`config.mk`:
```
export PLATFORM = sky130hd
export DESIGN_NAME = ysyx_24100006_axi_rr_read_arbiter
export DESIGN_NICKNAME = d
export VERILOG_FILES = /design/src/rtl/ysyx_24100006_axi_rr_read_arbiter.sv
export SDC_FILE = /design/constraint.sdc
export NUM_CORES = 1
export LEC_CHECK = 0
export CORE_AREA = 2 2 98 100
export DETAILED_ROUTE_END_ITERATION = 8
export DIE_AREA = 0 0 100 102
export DONT_BUFFER_PORTS = 1
export GPL_TIMING_DRIVEN = 0
export PLACE_DENSITY = 0.37
export SYNTH_ARGS = -nofsm -noshare
export SYNTH_HDL_FRONTEND = slang
export SYNTH_SLANG_ARGS = --single-unit
```
`constraint.sdc`:
```
create_clock -name clk -period 1.68 [get_ports clk]
set_input_delay 0.336 -clock clk [delete_from_list [all_inputs] [get_ports clk]]
set_output_delay 0.336 -clock clk [all_outputs]
set_load 0.1 [all_outputs]
```
`src/rtl/ysyx_24100006_axi_rr_read_arbiter.sv`:
```
// Round-robin arbiter sharing one AXI4 read port between the IFU (master 0) and LSU (master 1).
// Holds each grant for a whole burst, checks RLAST against ARLEN, and holds off LSU reads while LSU writes are outstanding.
module ysyx_24100006_axi_rr_read_arbiter #(
    parameter int   WCNT_W   = 4,
    parameter logic RST_LAST = 1'b1
) (
    input  logic        clk,
    input  logic        reset_n,

    input  logic        ifu_arvalid,
    output logic        ifu_arready,
    input  logic [31:0] ifu_araddr,
    input  logic [7:0]  ifu_arlen,
    input  logic [2:0]  ifu_arsize,
    output logic        ifu_rvalid,
    input  logic        ifu_rready,
    output logic [31:0] ifu_rdata,
    output logic [1:0]  ifu_rresp,
    output logic        ifu_rlast,

    input  logic        lsu_arvalid,
    output logic        lsu_arready,
    input  logic [31:0] lsu_araddr,
    input  logic [7:0]  lsu_arlen,
    input  logic [2:0]  lsu_arsize,
    output logic        lsu_rvalid,
    input  logic        lsu_rready,
    output logic [31:0] lsu_rdata,
    output logic [1:0]  lsu_rresp,
    output logic        lsu_rlast,

    output logic        sram_arvalid,
    input  logic        sram_arready,
    output logic [31:0] sram_araddr,
    output logic [7:0]  sram_arlen,
    output logic [2:0]  sram_arsize,
    input  logic        sram_rvalid,
    output logic        sram_rready,
    input  logic [31:0] sram_rdata,
    input  logic [1:0]  sram_rresp,
    input  logic        sram_rlast,

    input  logic        lsu_awvalid,
    input  logic        lsu_awready,
    input  logic        lsu_bvalid,
    input  logic        lsu_bready,

    output logic        rd_busy,
    output logic        rlast_err
);

    typedef enum logic [1:0] {
        IDLE = 2'd0,
        ADDR = 2'd1,
        DATA = 2'd2
    } state_t;

    state_t            state, state_next;
    logic [1:0]        grant, grant_next;        // one-hot: bit 0 IFU, bit 1 LSU, 0 = none
    logic              last_grant, last_grant_next;
    logic [7:0]        beat_cnt, beat_cnt_next;
    logic              rlast_err_next;
    logic [WCNT_W-1:0] wr_cnt;

    logic aw_fire, b_fire, lsu_elig, ar_fire, r_fire;

    assign aw_fire  = lsu_awvalid && lsu_awready;
    assign b_fire   = lsu_bvalid && lsu_bready;
    assign lsu_elig = lsu_arvalid && (wr_cnt == '0);
    assign ar_fire  = sram_arvalid && sram_arready;
    assign r_fire   = sram_rvalid && sram_rready;
    assign rd_busy  = (state != IDLE);

    // Outstanding LSU writes; an AW and a B in the same cycle cancel out.
    always_ff @(posedge clk or negedge reset_n) begin
        if (!reset_n) begin
            wr_cnt <= '0;
        end else if (aw_fire && !b_fire && (wr_cnt != '1)) begin
            wr_cnt <= wr_cnt + WCNT_W'(1);
        end else if (b_fire && !aw_fire && (wr_cnt != '0)) begin
            wr_cnt <= wr_cnt - WCNT_W'(1);
        end
    end

    always_ff @(posedge clk or negedge reset_n) begin
        if (!reset_n) begin
            state      <= IDLE;
            grant      <= 2'b00;
            last_grant <= RST_LAST;
            beat_cnt   <= 8'd0;
            rlast_err  <= 1'b0;
        end else begin
            state      <= state_next;
            grant      <= grant_next;
            last_grant <= last_grant_next;
            beat_cnt   <= beat_cnt_next;
            rlast_err  <= rlast_err_next;
        end
    end

    always_comb begin
        state_next      = state;
        grant_next      = grant;
        last_grant_next = last_grant;
        beat_cnt_next   = beat_cnt;
        rlast_err_next  = 1'b0;

        ifu_arready  = 1'b0;
        lsu_arready  = 1'b0;
        ifu_rvalid   = 1'b0;
        ifu_rdata    = 32'd0;
        ifu_rresp    = 2'd0;
        ifu_rlast    = 1'b0;
        lsu_rvalid   = 1'b0;
        lsu_rdata    = 32'd0;
        lsu_rresp    = 2'd0;
        lsu_rlast    = 1'b0;
        sram_arvalid = 1'b0;
        sram_araddr  = 32'd0;
        sram_arlen   = 8'd0;
        sram_arsize  = 3'd0;
        sram_rready  = 1'b0;

        case (state)
            IDLE: begin
                // On a tie the master that did not win last time is granted.
                if (ifu_arvalid && lsu_elig) begin
                    grant_next = last_grant ? 2'b01 : 2'b10;
                end else if (ifu_arvalid) begin
                    grant_next = 2'b01;
                end else if (lsu_elig) begin
                    grant_next = 2'b10;
                end
                if (ifu_arvalid || lsu_elig) begin
                    state_next = ADDR;
                end
            end
            ADDR: begin
                if (grant[0]) begin
                    sram_arvalid = ifu_arvalid;
                    sram_araddr  = ifu_araddr;
                    sram_arlen   = ifu_arlen;
                    sram_arsize  = ifu_arsize;
                    ifu_arready  = sram_arready;
                end else if (grant[1]) begin
                    sram_arvalid = lsu_arvalid;
                    sram_araddr  = lsu_araddr;
                    sram_arlen   = lsu_arlen;
                    sram_arsize  = lsu_arsize;
                    lsu_arready  = sram_arready;
                end
                if (ar_fire) begin
                    beat_cnt_next = sram_arlen;
                    state_next    = DATA;
                end
            end
            DATA: begin
                if (grant[0]) begin
                    ifu_rvalid  = sram_rvalid;
                    ifu_rdata   = sram_rdata;
                    ifu_rresp   = sram_rresp;
                    ifu_rlast   = sram_rlast;
                    sram_rready = ifu_rready;
                end else if (grant[1]) begin
                    lsu_rvalid  = sram_rvalid;
                    lsu_rdata   = sram_rdata;
                    lsu_rresp   = sram_rresp;
                    lsu_rlast   = sram_rlast;
                    sram_rready = lsu_rready;
                end
                // RLAST always ends the burst, even when it disagrees with the beat count.
                if (r_fire) begin
                    if (beat_cnt != 8'd0) begin
                        beat_cnt_next = beat_cnt - 8'd1;
                    end
                    if (sram_rlast) begin
                        state_next      = IDLE;
                        last_grant_next = grant[1];
                        grant_next      = 2'b00;
                        rlast_err_next  = (beat_cnt != 8'd0);
                    end else begin
                        rlast_err_next  = (beat_cnt == 8'd0);
                    end
                end
            end
            default: begin
                state_next = IDLE;
                grant_next = 2'b00;
            end
        endcase
    end

endmodule

```
Word level (Yosys, flattened, before mapping)
Index checks and enable logic that the tools add are counted.

cells by class
  muxes and demuxes = 59
  equal/unequal tests = 9
  add/subtract/negate cells = 3
  bitwise gates (word level) = 1
  reduce and logical (&&, ||, !) cells = 25

operator list
  kind                                                 count
  two-way mux 32 bit                                   8
  two-way mux 8 bit                                    6
  two-way mux 2 bit                                    13
  two-way mux 1 bit                                    24
  case mux 8 bit (2 select lines)                      1
  case mux 2 bit (3 select lines)                      2
  AND reduction 4 bit                                  3
  logical AND 1 bit                                    10
  inequality test 2 bit, second input constant         5
  two-way mux 3 bit                                    3
  logical NOT 8 bit                                    1
  two-way mux 4 bit                                    2
  inequality test 4 bit, second input constant         2
  nonzero test 8 bit                                   1
  subtractor 8 x 1 -> 8 bit, second input constant     1
  nonzero test 2 bit                                   3
  adder 4 x 1 -> 4 bit, second input constant          1
  logical NOT 4 bit                                    1
  nonzero test 4 bit                                   1
  subtractor 4 x 1 -> 4 bit, second input constant     1
  AND reduction 3 bit                                  1
  equality test 2 x 1 -> 1 bit, second input constant  1
  equality test 2 bit, second input constant           1
  logical NOT 1 bit                                    2
  3 further kinds                                      3

word-level totals
  output and inout bits = 121
  input port bits = 133
  logic and storage cells = 103
  register bits after elaboration = 18

Longest topological paths before layout
Gate-level depths: netlist of the first run.

  depth in word-level cells = 6
  gate-level depth with buffers = 7
  mapped depth without buffers = 7

Worst setup path before layout of the first run
OpenSTA, ideal clock, no wires.

  kind = register to output
  from = register grant[0]
  to = output lsu_arready
  arrival time = 3,099 ps
  path buffers = 3
  setup slack = -1,755 ps
  cell stages (with the launch flop) = 5
  data required time = 1,344 ps
  path through = dfrtp_1 -> buf_2 -> buf_2 -> clkbuf_1 -> nor3b_1

on the way
  word-level cells in the longest chain between the ends = 2

RTL lines
  item                    RTL line  source
  start, declared         59        logic [1:0] grant, grant_next;
  start signal, assigned  94        grant <= grant_next;
  two-way mux 1 bit       139       if (grant[0]) begin
  two-way mux 1 bit       124       case (state)
  end, declared           22        output logic lsu_arready,

Every way passes these cells.

Worst setup path in the final report of the first run
Ends and elaborated chain as after synthesis.

==> results of run 1 <==
cell usage after synthesis, types with 4 or more instances:
master | n | share of area
nor3_1 | 5 | 0.011
o2bb2ai_1 | 4 | 0.015
buf_2 | 9 | 0.020
o21ai_0 | 5 | 0.011
and3_1 | 73 | 0.20
a21oi_1 | 9 | 0.020
clkbuf_1 | 21 | 0.034
a211oi_1 | 12 | 0.039
inv_1 | 7 | 0.011
dfrtp_1 | 17 | 0.18
nor2_1 | 48 | 0.078
nand2_1 | 17 | 0.028
a22oi_1 | 42 | 0.14
ha_1 | 4 | 0.022
cells by family after synthesis:
| logic type | count (synthesis) | share of synthesized area |
|---|---|---|
| xor gates and xnor gates | 4 | 0.0152 |
| and+or+nand+nor | 159 | 0.371 |
| muxes | 6 | 0.0282 |
| AOI/OAI and AO/OA | 89 | 0.287 |
| buffers and inverters | 39 | 0.0732 |
| adders and majority gates | 5 | 0.0304 |
| DFF | 18 | 0.196 |
routing by layer:
| metal | vias up | global-route usage | share of wire |
|---|---|---|---|
| met1 | 1483 | 0.264 | 0.39 |
| met5 | - | 0 | 0 |
| met2 | 111 | 0.395 | 0.54 |
| met4 | 0 | 0.0337 | 0.0085 |
| met3 | 10 | 0.0383 | 0.061 |
| li1 | 1352 | - | - |
area by class of cell:
| type | count | area, um2 |
|---|---|---|
| Sequential cell | 18 | 458 |
| Buffer | 27 | 499 |
| Inverter | 7 | 30.0 |
| Multi-Input combinational cell | 263 | 2790 |
| Tap cell | 111 | 139 |
| Timing Repair Buffer | 79 | 883 |
| Fill cell | 839 | 4260 |
| Clock buffer | 4 | 55.1 |
registers in the layout, summed over array words and instances (netlist names):
signal,count
rlast_err,1
wr_cnt,4
beat_cnt,8
state,2
grant,2
last_grant,1
final timing paths:
kind                                to
min reg2reg                  wr_cnt[3]
max reg2reg                beat_cnt[7]
min in group asynchronous  beat_cnt[4]
max                        lsu_arready
min                          rlast_err
max in group asynchronous     grant[0]
metrics by stage:
step | setup slack (ns) | total power [uW]
after floorplan | -0.317 | 7520
after global placement | -0.574 | 8240
after detailed placement | -0.575 | 8240
after CTS | -0.619 | 10300
after global routing | -0.665 | 11100
final | -0.630 | 10600
power breakdown:
part	total [uW]	leakage (uW)	internal [uW]	switching, uW
clock	375	0.0000288	209	166
sequential	854	0.000214	630	224
combinational	9410	0.00154	3180	6230
total	10600	0.00178	4020	6620
repair_timing:
| item | 4_1_cts | 5_1_grt |
|---|---|---|
| setup endpoints to repair | 130 | 133 |
| pin swaps | 104 | 43 |
| endpoints found under the hold margin | 18 | 0 |
| hold buffers | 1 | 0 |
| gates cloned | 12 | 1 |
| gates resized for setup | 100 | 49 |
| setup buffers | 57 | 20 |
==> run_results.csv, run 1 <==
group,metric,value,unit
outcome,status,"finished, violations left",
outcome,violations,"setup timing",
route,route.detailed.drc,0,
timing,post-route-period-util,1.38,
worst_setup_path,setup.worst_path.start,"grant[0]",
worst_setup_path,critical_path_class,"reg -> out",
cells_and_area,layout_commonest_cell,"and3_4",
logic_synthesis,avgSynthCellArea,7.21,um2
timing,fmax,433,MHz
grt,antenna_found_initial,0,
floorplanning,row_count,35,
worst_hold_path,min-delay-start,"sram_rlast",
floorplanning,die_area,10200,um2
timing,min_period,2.31,ns
cts,clk_root_buffer_cell,"clkbuf_8",
worst_setup_path,worst-path-buf-inv,3,
route,via_per_inst,5.81,
logic_synthesis,syn_area,2310,um2
route,postRouteAntennaNets,0,
grt,overflow,0,
route,drtIter0Drc,73,
cells_and_area,antenna-diode-count,0,
worst_setup_path,reg2regPathDepth,8,
floorplanning,coreArea,9110,um2
timing,hold_viol,0,
cts,clock_latency,0.26,ns
logic_synthesis,syn_inst,320,
logic_synthesis,ys.flop_type,"dfrtp_1",
power,p_leak,0.00178,uW
power,irDropWorstVdd,0.938,mV
worst_setup_path,slowest_stage,"nor3b_4",
grt,grt_pass1_vias,2918,
timing,slew_headroom,0.266,
cells_and_area,stdcell_area,4850,um2
grt,grt_max_degree,19,
worst_setup_path,start_kind,"flip-flop",
timing,final_max_slew_viol_count,0,
worst_setup_path,arrival,1.97,ns
place,portBuffers,0,
timing,finalWorstSetupSlack,-0.630,ns
logic_synthesis,synth_cell_types,43,
cts,cts_buffer_depth,2,
place,gp_congestion,0.793,
logic_synthesis,ys_seq_area_frac,0.196,
cells_and_area,area_growth_syn_to_layout,110,%
worst_setup_path,r2r_setup_slack,-0.12,ns
route,routed-via-count,2956,
grt,grt_pass1_wl,17000,um
cells_and_area,final_util,0.533,
logic_synthesis,ys_async_sr_fraction,1.00,
place,post_dp_cell_area,3520,um2
route,routed_wire_length_per_instance,23.5,um
grt,grt_usage,0.213,
floorplanning,io_pins,254,
floorplanning,die_h,102,um
cts,cts_tree,"built",
worst_setup_path,end_kind,"output pin",
cells_and_area,fin_nets,537,
cells_and_area,most-common-layout-cells,"and3_4, nor2_4, a22oi_2",
worst_setup_path,crit_required,1.34,ns
cells_and_area,layout.cells.non_filler,509,
timing,final-setup-viol-count,130,
worst_setup_path,reg2reg_from,"grant[0]",
timing,worst_pin_slew,1.10,ns
worst_setup_path,path_max_fanout,8,
floorplanning,dieWidth,100,um
timing,rsz0062_at_grt,"yes",
power,power_density,2190,nW/um2
logic_synthesis,synth_edf_count,0,
cts,cts.clk_slew.worst_paths,0.08,ns
logic_synthesis,syn-num-nets,458,
cells_and_area,drive_gt1_frac,0.781,
worst_setup_path,crit_chain,"buf_6, buf_12, clkbuf_16, nor3b_4",
worst_hold_path,hold_depth,2,
timing,finalSetupTns,-51.95,ns
cts,cts_made_buffers,3,
worst_setup_path,cp_top_family,"simple AND/OR/NAND/NOR gates",
logic_synthesis,ys_warn_count,0,
place,dp_hpwl,8760,um
floorplanning,initial_utilization,0.253,
cts,cts_sinks,18,
run,maxCapViolations,0,
timing,skew,0.00236,ns
logic_synthesis,synth-seq-cells,18,
timing,holdWs,0.248,ns
cts,htreeDepth,1,
route,drt_pass1_iterations,4,
worst_hold_path,hold_path.class,"in -> reg",
route,drt_wl_total,12000,um
worst_setup_path,cp.depth,4,
place,dp_cells,431,
worst_setup_path,max_stage_delay,0.88,ns
No activity file was read; power rests on OpenSTA's default activity.
==> run 2: changes to the inputs <==
--- a/config.mk
+++ b/config.mk
@@ -10,7 +10,6 @@
 export DIE_AREA = 0 0 100 102
 export DONT_BUFFER_PORTS = 1
 export GPL_TIMING_DRIVEN = 0
-export PLACE_DENSITY = 0.37
 export SYNTH_ARGS = -nofsm -noshare
 export SYNTH_HDL_FRONTEND = slang
 export SYNTH_SLANG_ARGS = --single-unit
==> run_results.csv, run 2 (same netlist as run 1, synthesis figures left out) <==
group,metric,value,unit
timing,finalSetupTns,-55.22,ns
worst_setup_path,crit_required,1.34,ns
worst_setup_path,arrival,1.95,ns
place,portBuffers,0,
worst_setup_path,r2r_end,"beat_cnt[2]",
cts,clk_root_buffer_cell,"clkbuf_8",
floorplanning,io_pins,254,
worst_setup_path,slowest_stage,"nor2_4",
power,switchingPower,6620,uW
route,route.detailed.drc,0,
cts,cts.clk_slew.worst_paths,0.08,ns
place,dp_cells,431,
cts,htreeDepth,1,
worst_setup_path,crit_chain,"and2b_2, buf_12, buf_12, buf_8, a22oi_2, nor2_4",
worst_setup_path,max_stage_delay,0.52,ns
route,drt_wl_total,12500,um
floorplanning,dieWidth,100,um
floorplanning,row_count,35,
outcome,violations,"setup timing",
cells_and_area,area_growth_syn_to_layout,105,%
worst_setup_path,end_kind,"output pin",
floorplanning,coreArea,9110,um2
power,p_comb_frac,0.878,
floorplanning,die_area,10200,um2
cells_and_area,final_util,0.520,
power,intPower,3690,uW
run,maxCapViolations,0,
grt,grt_max_degree,19,
timing,slew_headroom,0.289,
timing,post-route-period-util,1.36,
worst_hold_path,min-delay-start,"ifu_arvalid",
route,drt_pass1_iterations,4,
timing,worst_pin_slew,1.07,ns
route,routed-via-count,3088,
cells_and_area,stdcell_area,4730,um2
cts,cts_made_buffers,3,
grt,grt_usage,0.216,
power,switching_share,0.642,
power,p_leak,0.00172,uW
cts,clock_latency,0.26,ns
worst_setup_path,reg2regPathDepth,8,
place,dp_hpwl,8780,um
worst_setup_path,r2r_setup_slack,-0.14,ns
place,gp_congestion,0.880,
cts,cts_tree,"built",
route,routed_wire_length_per_instance,24.9,um
worst_hold_path,whs_endpoint,"grant[0]",
route,postRouteAntennaNets,0,
cts,cts_buffer_depth,2,
place,post_dp_cell_area,3520,um2
timing,final-setup-viol-count,126,
worst_setup_path,start_kind,"flip-flop",
grt,overflow,0,
cells_and_area,layout.cells.non_filler,502,
route,via_per_inst,6.15,
worst_setup_path,reg2reg_from,"grant[0]",
timing,final_max_slew_viol_count,0,
power,seqPwrFrac,0.085,
cells_and_area,most-common-layout-cells,"and3_4, nor2_4, a22oi_2",
timing,hold_viol,0,
cells_and_area,antenna-diode-count,0,
floorplanning,initial_utilization,0.253,
cells_and_area,regMostFlops,"beat_cnt",
timing,min_period,2.28,ns
worst_setup_path,critical_path_class,"reg -> out",
timing,fmax,438,MHz
cells_and_area,drive_gt1_frac,0.765,
power,power_density,2180,nW/um2
cells_and_area,layout_commonest_cell,"and3_4",
grt,antenna_found_initial,0,
grt,grt_pass1_vias,2967,
grt,grt_pass1_wl,17200,um
worst_hold_path,hold_path.class,"in -> reg",
worst_setup_path,critPathMostFrequentCell,"buf_12",
cells_and_area,largest_reg_flops,8,
power,irDropWorstVdd,0.915,mV
cells_and_area,reg.largest.list,"beat_cnt (8), wr_cnt (4)",
timing,rsz0062_at_grt,"yes",
cells_and_area,num-fill-cells,808,
floorplanning,die_h,102,um
outcome,status,"finished, violations left",
timing,skew,0.00385,ns
worst_hold_path,hold_depth,2,
power,clkPwrFrac,0.037,
cts,cts_sinks,18,
worst_setup_path,path_max_fanout,8,
cells_and_area,fin_nets,530,
timing,finalWorstSetupSlack,-0.604,ns
route,drtIter0Drc,89,
## run 2: changes by cell type in the layout (fill, tap and decap cells not counted), moves of 2 or more
| cell | delta |
|---|---|
| buf_4 | -5 |
| clkbuf_4 | +4 |
| buf_6 | -3 |
| a211oi_1 | +2 |
| a211oi_2 | -2 |
| and3_1 | +2 |
| buf_12 | -2 |
| buf_8 | -2 |
| mux2_4 | -2 |
## run 2: layout make-up
type | instances | area [um2] | share of cell area
Buffer | 29 | 520 | 0.110
Clock buffer | 4 | 55.1 | 0.0116
Inverter | 7 | 30.0 | 0.00634
Multi-Input combinational cell | 264 | 2770 | 0.585
Sequential cell | 18 | 459 | 0.0970
Tap cell | 111 | 139 | 0.0293
Timing Repair Buffer | 69 | 762 | 0.161
## run 2: per-layer routing
metal / vias to the layer above / global-route usage / wire (um)
met2: 156 / 0.395 / 6600
met3: 30 / 0.0438 / 918
met1: 1547 / 0.256 / 4580
met5: - / 0 / 0
li1: 1355 / - / -
met4: 0 / 0.0632 / 392
## run 2: power groups by stage
stage                     clock [uW]  combinational, uW  sequential [uW]
final                            383               9050              873
after global routing             402               9410              893
after global placement             0               7240              897
after CTS                        378               8760              853
after detailed placement           0               7320              908
after floorplan                    0               6680              835
## run 2: critical path, delay by kind of cell (launching register included)
kind | cells | cell delay [ns]
flip-flops | 1 | 0.43
AND/OR/NAND/NOR | 2 | 0.79
buffers and inverters | 3 | 0.38
AO/OA/AOI/OAI | 1 | 0.08
## run 2: how the worst max path moves through the flow
| stage | startpoint | to | slack [ns] |
|---|---|---|---|
| 2_1_floorplan | grant[0] | lsu_arready | -0.32 |
| 3_3_place_gp | grant[0] | sram_araddr[28] | -0.58 |
| 3_5_place_dp | grant[0] | sram_araddr[14] | -0.60 |
| 4_1_cts | grant[0] | lsu_arready | -0.61 |
| 5_1_grt | grant[0] | sram_araddr[8] | -0.64 |
| 6_report | grant[0] | sram_araddr[8] | -0.60 |
## run 2: through the flow
stage               total power, uW  hold slack [ns]  worst slack [ns]
global placement               8140           0.0413            -0.579
floorplan                      7520           0.0404            -0.317
CTS                            9990            0.231            -0.612
finish                        10300            0.226            -0.604
global route                  10700            0.240            -0.636
detailed placement             8220           0.0412            -0.604
## run 2: timing repair
| action | CTS | global route |
|---|---|---|
| gates cloned | 12 | 1 |
| resized for setup | 96 | 46 |
| pin swaps | 105 | 40 |
| buffers inserted | 42 | 20 |
| hold buffers | 1 | 0 |
| endpoints found under the setup margin | 130 | 134 |
| endpoints found under the hold margin | 18 | 0 |
